### src/rtl/arith_tb_pkg.sv
// Shared types and constants for the arithmetic test sequencer.
//   state_e   : sequencer states (IDLE, RUN, DRAIN, DONE)
//   mode_e    : operand source (LFSR or counting index)
//   LFSR_MASK : Galois tap mask for x^32+x^22+x^2+x+1
//   CNT_W     : width of the pass/fail statistics counters
//   IDX_W     : width of the vector index
//   lfsr_next : one Galois step of the 32-bit LFSR
package arith_tb_pkg;

    typedef enum logic [1:0] {
        ST_IDLE  = 2'd0,
        ST_RUN   = 2'd1,
        ST_DRAIN = 2'd2,
        ST_DONE  = 2'd3
    } state_e;

    typedef enum logic {
        MODE_LFSR  = 1'b0,
        MODE_COUNT = 1'b1
    } mode_e;

    localparam logic [31:0] LFSR_MASK = 32'h8020_0003;
    localparam int          CNT_W     = 32;
    localparam int          IDX_W     = 16;

    // Right-shifting Galois form: the bit shifted out feeds back through the tap mask.
    function automatic logic [31:0] lfsr_next(input logic [31:0] cur);
        return (cur >> 1) ^ (cur[0] ? LFSR_MASK : 32'h0);
    endfunction

endpackage

### src/rtl/lfsr32_gen.sv
// 32-bit Galois LFSR operand generator.
//   clk   in  clock, rising edge
//   reset in  asynchronous active-high reset; register returns to RST_SEED
//   load  in  reload register from seed (takes priority over step)
//   step  in  advance one LFSR step
//   seed  in  32-bit reload value, must be non-zero
//   q     out current LFSR state
module lfsr32_gen
    import arith_tb_pkg::*;
#(
    parameter logic [31:0] RST_SEED = 32'h0000_0001
) (
    input  logic        clk,
    input  logic        reset,
    input  logic        load,
    input  logic        step,
    input  logic [31:0] seed,
    output logic [31:0] q
);

    logic [31:0] lfsr_q;
    logic [31:0] lfsr_d;

    always_comb begin
        lfsr_d = lfsr_q;
        if (load) begin
            lfsr_d = seed;
        end else if (step) begin
            lfsr_d = lfsr_next(lfsr_q);
        end
    end

    always_ff @(posedge clk or posedge reset) begin
        if (reset) begin
            lfsr_q <= RST_SEED;
        end else begin
            lfsr_q <= lfsr_d;
        end
    end

    assign q = lfsr_q;

endmodule

### src/rtl/arith_test_ctrl.sv
// Self-checking test sequencer for an arithmetic DUT/monitor pair.
// Issues one operand pair per cycle, then compares the monitor's reference
// result against its delayed DUT result CMP_LAT cycles later, keeping
// saturating pass/fail totals and a capture of the first mismatch.
//   clk, reset                 clock and asynchronous active-high reset
//   i_start, i_abort, i_mode   run control and operand source select
//   o_a, o_b                   registered operands to DUT and monitor
//   i_mon_o, i_dtm_o           reference and delayed DUT results
//   o_busy, o_done             RUN/DRAIN and DONE indications
//   o_pass_cnt, o_fail_cnt     compare totals
//   o_first_fail_*             index and values of first mismatch
//   o_any_fail                 sticky; first-fail fields valid
//
// state    | meaning
// ---------+---------------------------------------------------------
// ST_IDLE  | waiting for i_start; results from an aborted run held
// ST_RUN   | one vector issued per cycle, index 0..N_VECTORS-1
// ST_DRAIN | CMP_LAT cycles for in-flight compares to land
// ST_DONE  | results held; i_start begins a new run
module arith_test_ctrl
    import arith_tb_pkg::*;
#(
    parameter int          WIDTH     = 32,
    parameter int          N_VECTORS = 256,
    parameter int          CMP_LAT   = 1,
    parameter logic [31:0] SEED_A    = 32'h0000_0001,
    parameter logic [31:0] SEED_B    = 32'h0000_ACE1
) (
    input  logic             clk,
    input  logic             reset,
    input  logic             i_start,
    input  logic             i_abort,
    input  logic             i_mode,
    output logic [WIDTH-1:0] o_a,
    output logic [WIDTH-1:0] o_b,
    input  logic [WIDTH-1:0] i_mon_o,
    input  logic [WIDTH-1:0] i_dtm_o,
    output logic             o_busy,
    output logic             o_done,
    output logic [31:0]      o_pass_cnt,
    output logic [31:0]      o_fail_cnt,
    output logic [15:0]      o_first_fail_idx,
    output logic [WIDTH-1:0] o_first_fail_mon,
    output logic [WIDTH-1:0] o_first_fail_dut,
    output logic             o_any_fail
);

    localparam logic [IDX_W-1:0] LAST_IDX = IDX_W'(N_VECTORS - 1);
    localparam logic [3:0]       DRAIN_LD = 4'(CMP_LAT);

    state_e                        state_q;
    mode_e                         mode_q;
    logic [IDX_W-1:0]              idx_q;
    logic [3:0]                    drain_q;
    logic                          busy_q;
    logic                          done_q;
    logic [WIDTH-1:0]              a_q;
    logic [WIDTH-1:0]              b_q;

    logic [CMP_LAT-1:0]            pipe_vld_q;
    logic [CMP_LAT-1:0][IDX_W-1:0] pipe_idx_q;

    logic [CNT_W-1:0]              pass_q;
    logic [CNT_W-1:0]              fail_q;
    logic [IDX_W-1:0]              ff_idx_q;
    logic [WIDTH-1:0]              ff_mon_q;
    logic [WIDTH-1:0]              ff_dut_q;
    logic                          any_fail_q;

    logic                          start_acc;
    logic                          abort_acc;
    logic                          issue;
    logic                          cmp_fire;
    logic                          cmp_eq;
    logic [31:0]                   lfsr_a;
    logic [31:0]                   lfsr_b;
    logic [WIDTH-1:0]              idx_w;
    logic [WIDTH-1:0]              opa_w;
    logic [WIDTH-1:0]              opb_w;

    // Start is only honoured when no run is in progress; abort only when one is.
    assign start_acc = i_start && ((state_q == ST_IDLE) || (state_q == ST_DONE));
    assign abort_acc = i_abort && ((state_q == ST_RUN) || (state_q == ST_DRAIN));
    assign issue     = (state_q == ST_RUN) && !abort_acc;
    // A compare landing on the abort edge is dropped so totals freeze as seen.
    assign cmp_fire  = pipe_vld_q[CMP_LAT-1] && !abort_acc;
    assign cmp_eq    = (i_mon_o == i_dtm_o);

    lfsr32_gen #(.RST_SEED(SEED_A)) u_lfsr_a (
        .clk   (clk),
        .reset (reset),
        .load  (start_acc),
        .step  (issue),
        .seed  (SEED_A),
        .q     (lfsr_a)
    );

    lfsr32_gen #(.RST_SEED(SEED_B)) u_lfsr_b (
        .clk   (clk),
        .reset (reset),
        .load  (start_acc),
        .step  (issue),
        .seed  (SEED_B),
        .q     (lfsr_b)
    );

    generate
        if (WIDTH > IDX_W) begin : g_idx_ext
            assign idx_w = {{(WIDTH-IDX_W){1'b0}}, idx_q};
        end else begin : g_idx_trunc
            assign idx_w = idx_q[WIDTH-1:0];
        end
    endgenerate

    always_comb begin
        opa_w = lfsr_a[WIDTH-1:0];
        opb_w = lfsr_b[WIDTH-1:0];
        if (mode_q == MODE_COUNT) begin
            opa_w = idx_w;
            opb_w = idx_w;
        end
    end

    always_ff @(posedge clk or posedge reset) begin
        if (reset) begin
            state_q <= ST_IDLE;
            mode_q  <= MODE_LFSR;
            idx_q   <= '0;
            drain_q <= '0;
            busy_q  <= 1'b0;
            done_q  <= 1'b0;
            a_q     <= '0;
            b_q     <= '0;
        end else begin
            case (state_q)
                ST_IDLE, ST_DONE: begin
                    if (i_start) begin
                        state_q <= ST_RUN;
                        mode_q  <= mode_e'(i_mode);
                        idx_q   <= '0;
                        busy_q  <= 1'b1;
                        done_q  <= 1'b0;
                    end
                end
                ST_RUN: begin
                    if (i_abort) begin
                        state_q <= ST_IDLE;
                        busy_q  <= 1'b0;
                    end else begin
                        a_q   <= opa_w;
                        b_q   <= opb_w;
                        idx_q <= idx_q + 1'b1;
                        if (idx_q == LAST_IDX) begin
                            state_q <= ST_DRAIN;
                            drain_q <= DRAIN_LD;
                        end
                    end
                end
                ST_DRAIN: begin
                    if (i_abort) begin
                        state_q <= ST_IDLE;
                        busy_q  <= 1'b0;
                    end else if (drain_q == 4'd0) begin
                        state_q <= ST_DONE;
                        busy_q  <= 1'b0;
                        done_q  <= 1'b1;
                    end else begin
                        drain_q <= drain_q - 1'b1;
                    end
                end
                default: begin
                    state_q <= ST_IDLE;
                    busy_q  <= 1'b0;
                    done_q  <= 1'b0;
                end
            endcase
        end
    end

    // Valid/index shift register aligning each issued vector with its results.
    always_ff @(posedge clk or posedge reset) begin
        if (reset) begin
            pipe_vld_q <= '0;
            pipe_idx_q <= '0;
        end else if (abort_acc) begin
            pipe_vld_q <= '0;
        end else begin
            pipe_vld_q[0] <= issue;
            pipe_idx_q[0] <= idx_q;
            for (int i = 1; i < CMP_LAT; i++) begin
                pipe_vld_q[i] <= pipe_vld_q[i-1];
                pipe_idx_q[i] <= pipe_idx_q[i-1];
            end
        end
    end

    always_ff @(posedge clk or posedge reset) begin
        if (reset) begin
            pass_q     <= '0;
            fail_q     <= '0;
            ff_idx_q   <= '0;
            ff_mon_q   <= '0;
            ff_dut_q   <= '0;
            any_fail_q <= 1'b0;
        end else if (start_acc) begin
            pass_q     <= '0;
            fail_q     <= '0;
            ff_idx_q   <= '0;
            ff_mon_q   <= '0;
            ff_dut_q   <= '0;
            any_fail_q <= 1'b0;
        end else if (cmp_fire) begin
            if (cmp_eq) begin
                if (pass_q != '1) begin
                    pass_q <= pass_q + 1'b1;
                end
            end else begin
                if (fail_q != '1) begin
                    fail_q <= fail_q + 1'b1;
                end
                if (!any_fail_q) begin
                    ff_idx_q   <= pipe_idx_q[CMP_LAT-1];
                    ff_mon_q   <= i_mon_o;
                    ff_dut_q   <= i_dtm_o;
                    any_fail_q <= 1'b1;
                end
            end
        end
    end

    assign o_a              = a_q;
    assign o_b              = b_q;
    assign o_busy           = busy_q;
    assign o_done           = done_q;
    assign o_pass_cnt       = pass_q;
    assign o_fail_cnt       = fail_q;
    assign o_first_fail_idx = ff_idx_q;
    assign o_first_fail_mon = ff_mon_q;
    assign o_first_fail_dut = ff_dut_q;
    assign o_any_fail       = any_fail_q;

endmodule

### config.mk
export PLATFORM = sky130hd
export DESIGN_NAME = arith_test_ctrl
export DESIGN_NICKNAME = d
export VERILOG_FILES = /design/src/rtl/arith_tb_pkg.sv /design/src/rtl/lfsr32_gen.sv /design/src/rtl/arith_test_ctrl.sv
export SDC_FILE = /design/constraint.sdc
export NUM_CORES = 1
export LEC_CHECK = 0
export BUFFER_PORTS_ARGS = -buffer_cell sky130_fd_sc_hd__buf_2
export CAP_MARGIN = 20
export CORE_MARGIN = 8
export CORE_UTILIZATION = 25
export DETAILED_ROUTE_END_ITERATION = 6
export SYNTH_ARGS = -nofsm -noshare
export SYNTH_HDL_FRONTEND = slang
export SYNTH_SLANG_ARGS = --single-unit
### constraint.sdc
create_clock -name clk -period 22.9 [get_ports clk]
set_input_delay 5.725 -clock clk [delete_from_list [all_inputs] [get_ports clk]]
set_output_delay 5.725 -clock clk [all_outputs]
set_load 0.01 [all_outputs]
==> flow_metrics.env <==
export IMPL_yosys_warnings=0
export IMPL_holdBufCountCts=0
export IMPL_busiest_layer="met2"
export IMPL_cts_root_buffer="clkbuf_16"
export IMPL_dieArea_um2=67100
export IMPL_remaining_drc_errors=0
export IMPL_start_util_pct=25.2
export IMPL_period_share_pct=34.3
export IMPL_drt_iter0_markers=903
export IMPL_stdcell_count=2586
export IMPL_ant_nets=0
export IMPL_hold_viol=0
export IMPL_setup_tns_final_ns=0
export IMPL_synthArstFlopShare_pct=100
export IMPL_routed_via_density=4.83
export IMPL_cts_resized_gates=0
export IMPL_setup_viol_count_final=0
export IMPL_postLayoutCellArea_um2=18100
export IMPL_synth_ff_latch_count=315
export IMPL_met2_usage_pct=20.7
export IMPL_met1_usage_pct=16.8
export IMPL_worst_slew_pin_slew_ns=1.04
export IMPL_avgSynthCellArea_um2=9.40
export IMPL_endpoint_kind="flip-flop"
export IMPL_nets=1862
export IMPL_cap_violations=0
export IMPL_post_cts_setup_buffers=0
export IMPL_grt_usage_pct=12.8
export IMPL_dp_cells=2518
export IMPL_io_pins=280
export IMPL_grt_pass1_vias=12000
export IMPL_yosysSeqAreaShare_pct=53.5
export IMPL_syn_nets=1646
export IMPL_antenna_found_initial=1
export IMPL_vias=12500
export IMPL_relSlewSlack_pct=30.9
export IMPL_grt_pass1_wl_um=70000
export IMPL_p_total_mw=2.03
export IMPL_final_layout_size_suffix_gt1_share_pct=21.9
export IMPL_area_growth_pct=22.3
export IMPL_cts_tree="yes"
export IMPL_die_y_um=259
export IMPL_min_path_type="flip-flop to flip-flop"
export IMPL_die_x_um=259
export IMPL_gp_congestion=0.879
export IMPL_wl_per_cell_um=17.5
export IMPL_grt_overflow_total=0
export IMPL_numCtsBuffers=37
export IMPL_coreArea_um2=58700
export IMPL_num_fill_cells=6064
export IMPL_status="finished clean"
export IMPL_irDropWorstVdd_v=0.0000612
export IMPL_portBuffers=279
export IMPL_critical_path_class="input pin to flip-flop"
export IMPL_cts_sinks=315
export IMPL_final_min_clock_period_ns=7.85
export IMPL_dr_pass1_iters=5
export IMPL_wl_um=45300
export IMPL_critPathLaunchType="input pin"
export IMPL_place_area_um2=16800
export IMPL_placementRows=89
export IMPL_worstSkewPairLatency_ns=0.54
export IMPL_synth_ff_type="dfrtp_1"
export IMPL_drv_slew=0
export IMPL_clockBufferDepth=3
export IMPL_worst_ep_arrival_time_ns=8.22
export IMPL_synth_distinct_cells=53
export IMPL_max_freq_mhz=127
export IMPL_powerDensity_nw_per_um2=113
export IMPL_grtUsageMet3_pct=2.97
export IMPL_leakage_nw=8.15
export IMPL_required_ns=23.27
export IMPL_fin_worst_skew_ns=0.0159
export IMPL_cts_htree_levels=2
export IMPL_netlist_instances=1570
export IMPL_r2r_setup_slack_ns=19.60
export IMPL_rsz0062_at_grt="false"
export IMPL_grt_start_max_net_pins=129
export IMPL_layout_common_cells="317 x nand2_1, 305 x dfrtp_1, 279 x buf_2"
export IMPL_dp_hpwl_um=31500
export IMPL_synth_area_um2=14800
export IMPL_synth_enable_flop_cells=0
export IMPL_cp_max_fo=117
export IMPL_layout_commonest_cell="nand2_1"
export IMPL_clkTransAtPathRegs_ns=0.06
==> cell families (layout without fill, tap and decap cells) <==
family,Yosys count,in the layout,share of synthesized area [%]
adders and majority gates,7,7,0.593
other,0,1,0
muxes,60,60,4.19
AOI/OAI and AO/OA,344,344,12.9
buffers and inverters,136,378,3.98
and+or+nand+nor,660,660,22.0
xor gates and xnor gates,48,48,2.85
DFF,315,315,53.5
==> metal layers <==
| metal | routed length (um) | vias to the layer above | part of all wire [%] |
|---|---|---|---|
| met1 | 19500 | 6114 | 43 |
| met3 | 2860 | 80 | 6.3 |
| li1 | - | 5928 | - |
| met5 | 0 | - | 0 |
| met4 | 1250 | 0 | 2.8 |
| met2 | 21800 | 369 | 48 |
==> metrics by stage <==
stage / hold WS [ns] / setup slack, ns / util (%)
2_1_floorplan: 0.449 / 8.48 / -
3_3_place_gp: 0.462 / 14.60 / 28.6
3_5_place_dp: 0.466 / 14.49 / 28.6
4_1_cts: 0.479 / 15.10 / 30.7
5_1_grt: 0.499 / 14.83 / 30.8
6_report: 0.472 / 15.05 / 30.8
==> flip-flops by register name, indices dropped and copies added (netlist names) <==
signal	cells
o_b	32
o_fail_cnt	32
o_any_fail	1
o_first_fail_idx	16
u_lfsr_b.q	32
u_lfsr_a.q	32
pipe_idx_q	16
idx_q	16
o_busy	1
pipe_vld_q	1
o_first_fail_mon	32
o_first_fail_dut	32
state_q	2
drain_q	4
o_a	32
mode_q	1
o_done	1
o_pass_cnt	32
==> final timing paths <==
path / startpoint / to / cells past startpoint
worst min register to register: o_a[14]$_DFFE_PP0P_ / o_a[14]$_DFFE_PP0P_ / 2
min in group asynchronous: reset / o_a[27]$_DFFE_PP0P_ / 2
worst max register to register: state_q[0]$_DFFE_PP0P_ / o_first_fail_mon[22]$_DFFE_PP0P_ / 8
worst max-delay path: i_abort / o_first_fail_mon[22]$_DFFE_PP0P_ / 8
max in group asynchronous: reset / o_first_fail_idx[12]$_DFFE_PP0P_ / 4
worst min-delay path: o_a[14]$_DFFE_PP0P_ / o_a[14]$_DFFE_PP0P_ / 2
==> cell usage after synthesis (all sizes together) (2+ instances only) <==
cell    instances  share of area [%]
nand2         319                8.1
dfrtp         306                 52
o21ai         170                5.8
nand3         121                4.1
a21oi         110                3.7
clkbuf         82                2.1
mux2i          45                3.1
nand2b         39                1.7
xnor2          39                2.3
buf            38                1.5
or4            35                1.8
o31ai          34                1.7
nor2           33               0.84
nand4          30                1.4
and3           16               0.68
inv            16               0.41
mux2           15                1.1
nor3           13               0.44
nor4           13               0.96
or3            13               0.55
dfstp           9                1.6
xor2            9               0.53
and4            8               0.47
ha              7               0.59
and2            6               0.25
o41ai           6               0.36
a211oi          5               0.25
o21a            5               0.25
nor2b           4               0.17
or4b            4               0.27
a22o            3               0.18
o31a            3               0.18
nand4b          2               0.12
o21bai          2               0.10
or2             2              0.085
==> cell type report <==
cell class / instances / area (um^2) / area share [%]
inverter: 16 / 67.6 / 0.374
sequential: 315 / 7900 / 43.7
clock inverter: 11 / 125 / 0.693
antenna: 1 / 2.50 / 0.0139
clock buffer: 54 / 1090 / 6.04
multi-input combinational: 1119 / 6340 / 35.1
tap: 773 / 967 / 5.35
timing repair buffer: 297 / 1580 / 8.72
==> where the power goes <==
group	leakage [nW]	internal, mW	switching (mW)	total (mW)
logic	3.29	0.206	0.461	0.667
clock network	0.595	0.354	0.242	0.596
registers	4.27	0.684	0.0873	0.772
==> critical path, stage by stage <==
cell and delay (ns):
buf_2 0.17, inv_1 0.23, o21ai_2 0.09, buf_4 0.26, a211oi_4 0.24, buf_4 0.37
buf_4 0.81, o21ai_0 0.23
(Power assumes the default switching activity.)
